<file path="src/rtl/beta_pkg.sv">
// Shared types for the beta core memory-side blocks.
// Arbiter state and requester identity live here.
package beta_pkg;

    typedef enum logic [1:0] {
        ARB_IDLE,
        ARB_REQ,
        ARB_WAIT_R
    } arb_state_t;

    typedef enum logic {
        ARB_OWNER_IF,
        ARB_OWNER_LSU
    } arb_owner_t;

endpackage

</file>
<file path="src/rtl/beta_rr_arbiter2.sv">
// Two-way requester picker for the memory port arbiter.
// Bit 0 is IF, bit 1 is LSU; purely combinational.
module beta_rr_arbiter2
    import beta_pkg::*;
(
    input  logic [1:0] req,
    input  arb_owner_t rr_last,
    input  logic       fixed_prio,
    output arb_owner_t winner
);

    logic lsu_wins;

    // On a tie LSU wins under fixed priority or when IF was served last.
    always_comb begin
        lsu_wins = req[1] && (!req[0] || fixed_prio ||
                              rr_last == ARB_OWNER_IF);
        winner   = lsu_wins ? ARB_OWNER_LSU : ARB_OWNER_IF;
    end

endmodule

</file>
<file path="src/rtl/beta_mem_port_arbiter.sv">
// Shares the single memory port between instruction fetch and the LSU.
// One memory transaction outstanding; response routed back to its owner.
module beta_mem_port_arbiter
    import beta_pkg::*;
#(
    parameter int AddrWidth   = 32,
    parameter int DataWidth   = 32,
    parameter int LsuPriority = 1
) (
    input  logic                   clk_i,
    input  logic                   rstn_i,
    input  logic                   if_req_i,
    input  logic [AddrWidth-1:0]   if_addr_i,
    output logic                   if_gnt_o,
    output logic                   if_rvalid_o,
    output logic [DataWidth-1:0]   if_rdata_o,
    input  logic                   lsu_req_i,
    input  logic                   lsu_we_i,
    input  logic [DataWidth/8-1:0] lsu_be_i,
    input  logic [AddrWidth-1:0]   lsu_addr_i,
    input  logic [DataWidth-1:0]   lsu_wdata_i,
    output logic                   lsu_gnt_o,
    output logic                   lsu_rvalid_o,
    output logic [DataWidth-1:0]   lsu_rdata_o,
    output logic                   mem_req_o,
    output logic                   mem_we_o,
    output logic [DataWidth/8-1:0] mem_be_o,
    output logic [AddrWidth-1:0]   mem_addr_o,
    output logic [DataWidth-1:0]   mem_wdata_o,
    input  logic                   mem_gnt_i,
    input  logic                   mem_rvalid_i,
    input  logic [DataWidth-1:0]   mem_rdata_i,
    output logic                   arb_busy_o,
    output logic                   arb_err_o
);

    arb_state_t state;
    arb_owner_t owner;
    arb_owner_t rr_last;
    arb_owner_t winner;
    logic       any_req;
    logic       grant;
    logic       resp;
    logic       stray;

    beta_rr_arbiter2 u_pick (
        .req        ({lsu_req_i, if_req_i}),
        .rr_last    (rr_last),
        .fixed_prio (LsuPriority != 0),
        .winner     (winner)
    );

    // Grants are masked while reset is held so nothing leaks out of reset.
    assign any_req = if_req_i | lsu_req_i;
    assign grant   = rstn_i && state == ARB_IDLE && any_req;

    assign if_gnt_o  = grant && winner == ARB_OWNER_IF;
    assign lsu_gnt_o = grant && winner == ARB_OWNER_LSU;

    assign resp  = mem_rvalid_i &&
                   (state == ARB_WAIT_R ||
                    (state == ARB_REQ && mem_gnt_i));
    assign stray = mem_rvalid_i &&
                   (state == ARB_IDLE ||
                    (state == ARB_REQ && !mem_gnt_i));

    assign if_rvalid_o  = resp && owner == ARB_OWNER_IF;
    assign lsu_rvalid_o = resp && owner == ARB_OWNER_LSU;
    assign if_rdata_o   = mem_rdata_i;
    assign lsu_rdata_o  = mem_rdata_i;

    assign mem_req_o  = state == ARB_REQ;
    assign arb_busy_o = state != ARB_IDLE;

    always_ff @(posedge clk_i or negedge rstn_i) begin
        if (!rstn_i) begin
            state       <= ARB_IDLE;
            owner       <= ARB_OWNER_IF;
            rr_last     <= ARB_OWNER_IF;
            mem_we_o    <= 1'b0;
            mem_be_o    <= '0;
            mem_addr_o  <= '0;
            mem_wdata_o <= '0;
            arb_err_o   <= 1'b0;
        end else begin
            if (stray) begin
                arb_err_o <= 1'b1;
            end
            unique case (state)
                ARB_IDLE: begin
                    if (any_req) begin
                        owner   <= winner;
                        rr_last <= winner;
                        state   <= ARB_REQ;
                        if (winner == ARB_OWNER_LSU) begin
                            mem_we_o    <= lsu_we_i;
                            mem_be_o    <= lsu_be_i;
                            mem_addr_o  <= lsu_addr_i;
                            mem_wdata_o <= lsu_wdata_i;
                        end else begin
                            mem_we_o    <= 1'b0;
                            mem_be_o    <= '1;
                            mem_addr_o  <= if_addr_i;
                            mem_wdata_o <= '0;
                        end
                    end
                end
                ARB_REQ: begin
                    if (mem_gnt_i) begin
                        state <= mem_rvalid_i ? ARB_IDLE : ARB_WAIT_R;
                    end
                end
                ARB_WAIT_R: begin
                    if (mem_rvalid_i) begin
                        state <= ARB_IDLE;
                    end
                end
                default: state <= ARB_IDLE;
            endcase
        end
    end

endmodule
</file>
<file path="config.mk">
export PLATFORM = sky130hd
export DESIGN_NAME = beta_mem_port_arbiter
export DESIGN_NICKNAME = d
export VERILOG_FILES = /design/src/rtl/beta_pkg.sv /design/src/rtl/beta_rr_arbiter2.sv /design/src/rtl/beta_mem_port_arbiter.sv
export SDC_FILE = /design/constraint.sdc
export NUM_CORES = 1
export LEC_CHECK = 0
export CORE_MARGIN = 10
export CORE_UTILIZATION = 34
export CTS_CLUSTER_DIAMETER = 50
export DETAILED_ROUTE_END_ITERATION = 10
export PLACE_DENSITY = 0.81
export SLEW_MARGIN = 10
export SYNTH_ARGS = -nofsm -noshare
export SYNTH_HDL_FRONTEND = slang
export SYNTH_SLANG_ARGS = --single-unit
</file>
<file path="constraint.sdc">
create_clock -name clk_i -period 1.8 [get_ports clk_i]
set_input_delay 0.36 -clock clk_i [delete_from_list [all_inputs] [get_ports clk_i]]
set_output_delay 0.36 -clock clk_i [all_outputs]
set_load 0.1 [all_outputs]
</file>
# == After elaboration in Yosys (flattened, before gate mapping) ==
# Index checks and enable logic that the tools add are counted.
# op_classes
n_reduce_logical,17
muxes,10
eq_ne,5
bitwise_logic,3
# ops
op,n
$mux W32,2
$logic_and A1 B1 Y1,10
$mux W2,4
$pmux W2 S3,1
$mux W4,1
$ne A2 B2 Y1 const B,2
$reduce_and A3 Y1,1
$eq A2 B1 Y1 const B,1
$eq A2 B2 Y1 const B,1
$logic_not A2 Y1,1
$logic_or A1 B1 Y1,2
$mux W1,2
$ne A2 B1 Y1 const B,1
$not A1 Y1,2
$reduce_and A2 Y1,1
$reduce_bool A2 Y1,1
$logic_not A1 Y1,1
$or A1 B1 Y1,1
# totals
wordCells,42
register_bits,73
out_inout_bits,140
input_bits,139

# == Logic depth before layout (Yosys ltp) ==
# logic_depth
depth_word,5
ltp_mapped,5
ltp_nobuf,5

# == Hierarchy ==
# Synthesis repeated with hierarchy kept, for this count alone.
# hier_totals
hier_cells,356
hier_area_um2,3968.8
# by_module_without_submodules
module,cells_per_inst,instances,area_per_inst_um2,seq_area_each_um2
beta_mem_port_arbiter,354,1,3957.5,1826.8
beta_rr_arbiter2,2,1,11.3,0.0

# == Least setup slack after synthesis ==
# Ideal clock, no wire load.
# synth_timing
path_type,register to output
startpoint,register state[1]
endpoint,output if_rvalid_o
path_buffers,0
path_stages_with_launch,6
t_required_ns,1.440
slack_ns,-2.162
arrival_time_ns,3.602
path_cell_list,dfrtp_1 -> inv_1 -> nand2_1 -> inv_1 -> a21oi_1 -> nor3b_1
# synth_between
elab_chain_len,5
elab_cells_between_ends,6
cone_classes,eq/ne: 2; reduce/logical: 4
# synth_lines
element,line,source
start: declaration,beta_mem_port_arbiter.sv:37,arb_state_t state;
start signal: assignment,beta_mem_port_arbiter.sv:110,state <= mem_rvalid_i ? ARB_IDLE : ARB_WAIT_R;
$eq A2 B1 Y1,--,
via mem_req_o,beta_mem_port_arbiter.sv:25,"output logic mem_req_o,"
$logic_and A1 B1 Y1,beta_mem_port_arbiter.sv:62,(state == ARB_REQ && mem_gnt_i));
$logic_or A1 B1 Y1,beta_mem_port_arbiter.sv:61,(state == ARB_WAIT_R ||
$logic_and A1 B1 Y1,beta_mem_port_arbiter.sv:60,assign resp = mem_rvalid_i &&
$logic_and A1 B1 Y1,beta_mem_port_arbiter.sv:67,assign if_rvalid_o = resp && owner == ARB_OWNER_IF;
end: declaration,beta_mem_port_arbiter.sv:15,"output logic if_rvalid_o,"
# The timed path passes the listed nets, and every way through them passes these cells.

# == Final worst setup path ==
# layout_timing
startpoint,register state[0]
endpoint,output if_rvalid_o
# layout_between
elab_chain_len,5
elab_cells_between_ends,6
cone_classes,eq/ne: 2; reduce/logical: 4
# layout_lines
element,line
$eq A2 B1 Y1,beta_mem_port_arbiter.sv:62
$logic_and A1 B1 Y1,beta_mem_port_arbiter.sv:62
$logic_or A1 B1 Y1 (*),beta_mem_port_arbiter.sv:61
$logic_and A1 B1 Y1 (*),beta_mem_port_arbiter.sv:60
$logic_and A1 B1 Y1 (*),beta_mem_port_arbiter.sv:67
# Mark *: on every way between the ends. The rest lies on a longest branch, timed or not.

==> flow_summary_export.csv <==
group,metric,value,unit
status,status,"finished with violations",
status,failed_checks,"negative setup slack",
timing,fin_crit,1.88,ns
die,io_pins,279,
die,initial_core_util,0.345,
worst_setup_path,crit_type,"reg2out",
synth,synth_top_area_share,0.491,
routing,drtIter0Drc,60,
timing,finalSetupViolCount,4,
die,dieArea,15500,um^2
clock_network,tritoncts,"done",
clock_network,clk_latency,0.34,ns
synth,synth_edf_count,0,
synth,synth_commonest_cells,"dfrtp_1 (73), buf_4 (64), mux2_2 (38)",
synth,synth-main-ff-cell,"dfrtp_1",
timing,worst_pin_slew,0.483,ns
synth,syn_area_per_cell,13.6,um^2
worst_setup_path,cp.arrival,1.52,ns
synth,synth_nets,413,
finish,diodes,0,
placement,gp_congestion,0.765,
grt,overflow,0,
grt,grt.total_usage,0.139,
timing,skew,0.00736,ns
placement,dp_slack,-0.0135,ns
timing,final-hold-violation-count,0,
flow_run,max-cap-violations,0,
routing,vias,2555,
worst_setup_path,worstSetupStartpoint,"state[0]$_DFFE_PN0P_",
worst_setup_path,r2r-start,"state[0]$_DFFE_PN0P_",
synth,synth.most_common_cell,"dfrtp_1",
synth,synthTopCellsByArea,"dfrtp_1 (49%), buf_4 (13%), mux2_2 (12%)",
finish,design_area,6190,um^2
timing,setup-tns-final,-0.192,ns
synth,ys_warn_count,0,
synth,yosysSeqAreaShare,0.491,
routing,wl,10900,um
clock_network,clock-sinks,73,
finish,drive_gt1_frac,0.449,
grt,grt_max_degree,39,
timing,slew-limit-headroom,0.678,
routing,drc,0,
routing,vias_per_cell,4.71,
clock_network,cts_buffers,9,
clock_network,hold_buffers,0,
clock_network,path_clk_slew,0.07,ns
grt,grt_first_pass_wirelength,17100,um
placement,portBuffers,182,
clock_network,cts_buffer_depth,2,
synth,ys_types,24,
synth,yosys_register_bits,73,
die,rows,38,
timing,final.period_utilization,1.04,
synth,synth_area,3720,um^2
worst_setup_path,cp-end-kind,"primary output",
synth,yosys.area.top_type,"dfrtp_1",
hold_path,hold_class,"in2async",
placement,hpwl,8860,um
synth,synth_cells,274,
finish,nets,539,
routing,wl_per_cell,20.1,um
die,die_h,125,um
clock_network,cts-root-buf,"clkbuf_8",
timing,fin_ws,-0.0806,ns
routing,first_pass_iters,4,
placement,placed_area,5960,um^2
timing,rsz0062_at_grt,"yes",
die,core-area,10800,um^2
grt,grt_antenna_before_repair,0,
timing,max_freq,0.532,GHz
worst_setup_path,cp.required,1.44,ns
routing,antenna_left,0,
finish,syn2layout_area_growth,66.6,%
worst_setup_path,worst_setup_path_start_kind,"flip-flop",
grt,first_global_vias,2989,
timing,report.final.slew_viol_count,0,
synth,async_flop_share,1.00,
worst_setup_path,crit_fanout,4,
die,die_x,125,um
clock_network,h-tree-depth,3,
[path summary, 6_finish.rpt]
check	to	slack, ns	cells after the start
worst min-delay path	owner$_DFFE_PN0P_	0.08	2
min in group clk_i	arb_err_o$_DFFE_PN0P_	0.55	1
worst max-delay path	if_rvalid_o	-0.08	4
worst min register to register	arb_err_o$_DFFE_PN0P_	0.55	1
max in group asynchronous	mem_addr_o[21]$_DFFE_PN0P_	1.36	2
worst max register to register	mem_addr_o[0]$_DFFE_PN0P_	0.21	5
[state kept, by name, summed over array words and instances, names as in the netlist]
name,count
mem_we_o,1
mem_be_o,4
owner,1
state,2
arb_err_o,1
mem_addr_o,32
mem_wdata_o,32
[stage by stage]
stage / cells / util / hold WS [ns]
after floorplan: 274 / - / 0.0644
after global placement: 524 / 0.553 / 0.444
after detailed placement: 524 / 0.553 / 0.466
after CTS: 542 / 0.573 / 0.0820
after global routing: 543 / 0.574 / 0.100
final: 543 / 0.574 / 0.0810
[worst max-delay path, cell delays in order, from the launching register on]
cell	delay (ns)
dfrtp_2	0.45
and2b_1	0.25
a21oi_4	0.06
nor3b_4	0.22
buf_12	0.20
[cell type report]
class                           instances  area, um^2
Tap cell                              140         175
Inverter                                3        15.0
Fill cell                             841        4600
Sequential cell                        73        1830
Multi-Input combinational cell        119        1300
Clock inverter                          4        45.0
Timing Repair Buffer                  194        2690
Clock buffer                           10         138
[cells in the final DEF (no fill, tap or decap), drive strengths merged]
cell type and count:
a21o 1, a21oi 1, a22o 33, a31o 1, and2 1, and2b 1
and3 1, buf 90, bufinv 1, clkbuf 10, clkdlybuf4s50 104, clkinv 3
clkinvlp 1, dfrtp 73, inv 2, mux2 64, nand2 4, nor2 3
nor3b 2, o21a 1, o21ai 2, o22a 4
[kinds of logic after synthesis]
| logic type | Yosys count | synth area share |
|---|---|---|
| AO/OA/AOI/OAI | 43 | 0.0986 |
| flip-flops | 73 | 0.491 |
| AND/OR/NAND/NOR | 12 | 0.0185 |
| buffers and inverters | 82 | 0.172 |
| multiplexers | 64 | 0.220 |
[timing repair]
| item | CTS | global route |
|---|---|---|
| setup endpoints to repair | 4 | 4 |
| buffers inserted | 4 | 1 |
| pin swaps | 2 | 3 |
| gates resized for setup | 2 | 1 |
[per-layer routing]
metal	part of all wire	GRT usage	up-vias
met3	0.11	0.0698	41
met1	0.34	0.132	1245
met4	0.025	0.0692	0
met2	0.53	0.241	123
li1	-	-	1146
met5	0	0	-
Power is left out: the tool's default activity adds up to more than one toggle a clock period on the data nets, which glitch-free logic cannot reach.
==> RTL edit, RTL diff (same flow settings) <==
Set the parameter `AddrWidth` to 48 (it was 32).
--- a/src/rtl/beta_mem_port_arbiter.sv
+++ b/src/rtl/beta_mem_port_arbiter.sv
@@ -3,7 +3,7 @@
 module beta_mem_port_arbiter
     import beta_pkg::*;
 #(
-    parameter int AddrWidth   = 32,
+    parameter int AddrWidth   = 48,
     parameter int DataWidth   = 32,
     parameter int LsuPriority = 1
 ) (
Interface: changed (resized if_addr_i, lsu_addr_i and mem_addr_o); port bits go from 279 to 327. The function was not compared with the original's and may differ.
==> RTL edit against the original RTL <==
Setup slack got worse by 0.017 ns. Register-to-register slack got worse by 0.14 ns. Synthesized area increased by 23%. Wire length increased by 33%. Count of clock-buffer cells in the layout decreased by 1. Critical path type unchanged. Global-route usage increased by 1.5 points. Synthesized cell count increased by 19%. Sequential cell count increased by 16. Largest cell class unchanged. Cell area increased by 28%. The flow still finishes with violations (negative setup slack). Die area increased by 19%. Hold slack improved by 0.051 ns.
Power is not shown: default switching activity piles up to over one toggle a cycle in this logic, so the estimate is an artifact.
==> RTL edit: results <==
metrics = {
    "detailed_routing": {
        "vias": 3203,
        "avgRoutedWirePerCell_um": 21.4,
        "dr_wl_met3_um": 1290,
        "m1WireLength_um": 4740,
        "drt-initial-drc-count": 94,
    },
    "setup_path": {
        "worstRegToRegCells": 6,
        "critPathTopFamily": "flip-flops",
        "worst_r2r_endpoint": "mem_addr_o[12]",
        "critical_path_arrival_ns": 1.54,
    },
    "run_status": {
        "run_status": "finished with violations",
        "violations_in_the_final_reports": "negative setup slack",
    },
    "sta": {
        "final.setup.worst_slack_ns": -0.0979,
        "fin_tns_setup_ns": -0.266,
        "count_of_final_setup_violators": 4,
        "timing.hold.ws_ns": 0.133,
    },
    "global_routing": {
        "grt_pass1_vias": 3789,
        "gr-usage-met2_pct": 28.1,
        "pin_count_of_the_biggest_net_entering_global_routing": 46,
        "global_route_wire_length_before_repair_um": 22100,
    },
    "layout": {
        "final_nets": 673,
        "drive_above_1_share_pct": 46.9,
    },
    "place": {
        "buffer_ports.inserted": 230,
        "dpl_worst_slack_ns": 0.00640,
        "gp_congestion": 0.760,
    },
    "clock_network": {
        "root_buffer": "clkbuf_16",
        "post_cts_setup_buffer_count": 5,
    },
    "synth": {
        "postSynthNetCount": 497,
        "complex_gate_fraction_of_the_synthesized_area_pct": 7.99,
        "post_synth_inst_count": 326,
        "post_synth_mux_area_share_pct": 27.3,
        "netlist_top_cells_count": "89 x dfrtp_1, 65 x buf_4, 50 x mux2_2",
        "proportion_of_synthesized_chip_area_in_sequential_cells_pct": 48.6,
    },
}
-- RTL edit: cell types whose count changed after synthesis, sizes merged --
| cell | unedited run | this run |
|---|---|---|
| mux2 | 64 | 96 |
| and2b | 1 | 0 |
| dfrtp | 73 | 89 |
| nor2b | 0 | 1 |
| buf | 79 | 83 |
-- RTL edit: final cells by class --
cell class                 count  area, um2  share of cell area [%]
timing repair buffer         248       3400                    42.9
sequential                    89       2230                    28.1
multi-input combinational    151       1750                    22.1
clock buffer                   9        225                    2.84
tap                          176        220                    2.78
clock inverter                 7       77.6                   0.979
inverter                       3       17.5                   0.221
-- RTL edit: logic make-up (layout without fill, tap and decap cells) --
| family | after synthesis | count (layout) |
|---|---|---|
| multiplexers | 96 | 96 |
| flip-flops | 89 | 89 |
| buffers and inverters | 86 | 267 |
| AO/OA/AOI/OAI | 43 | 43 |
| AND/OR/NAND/NOR | 12 | 12 |
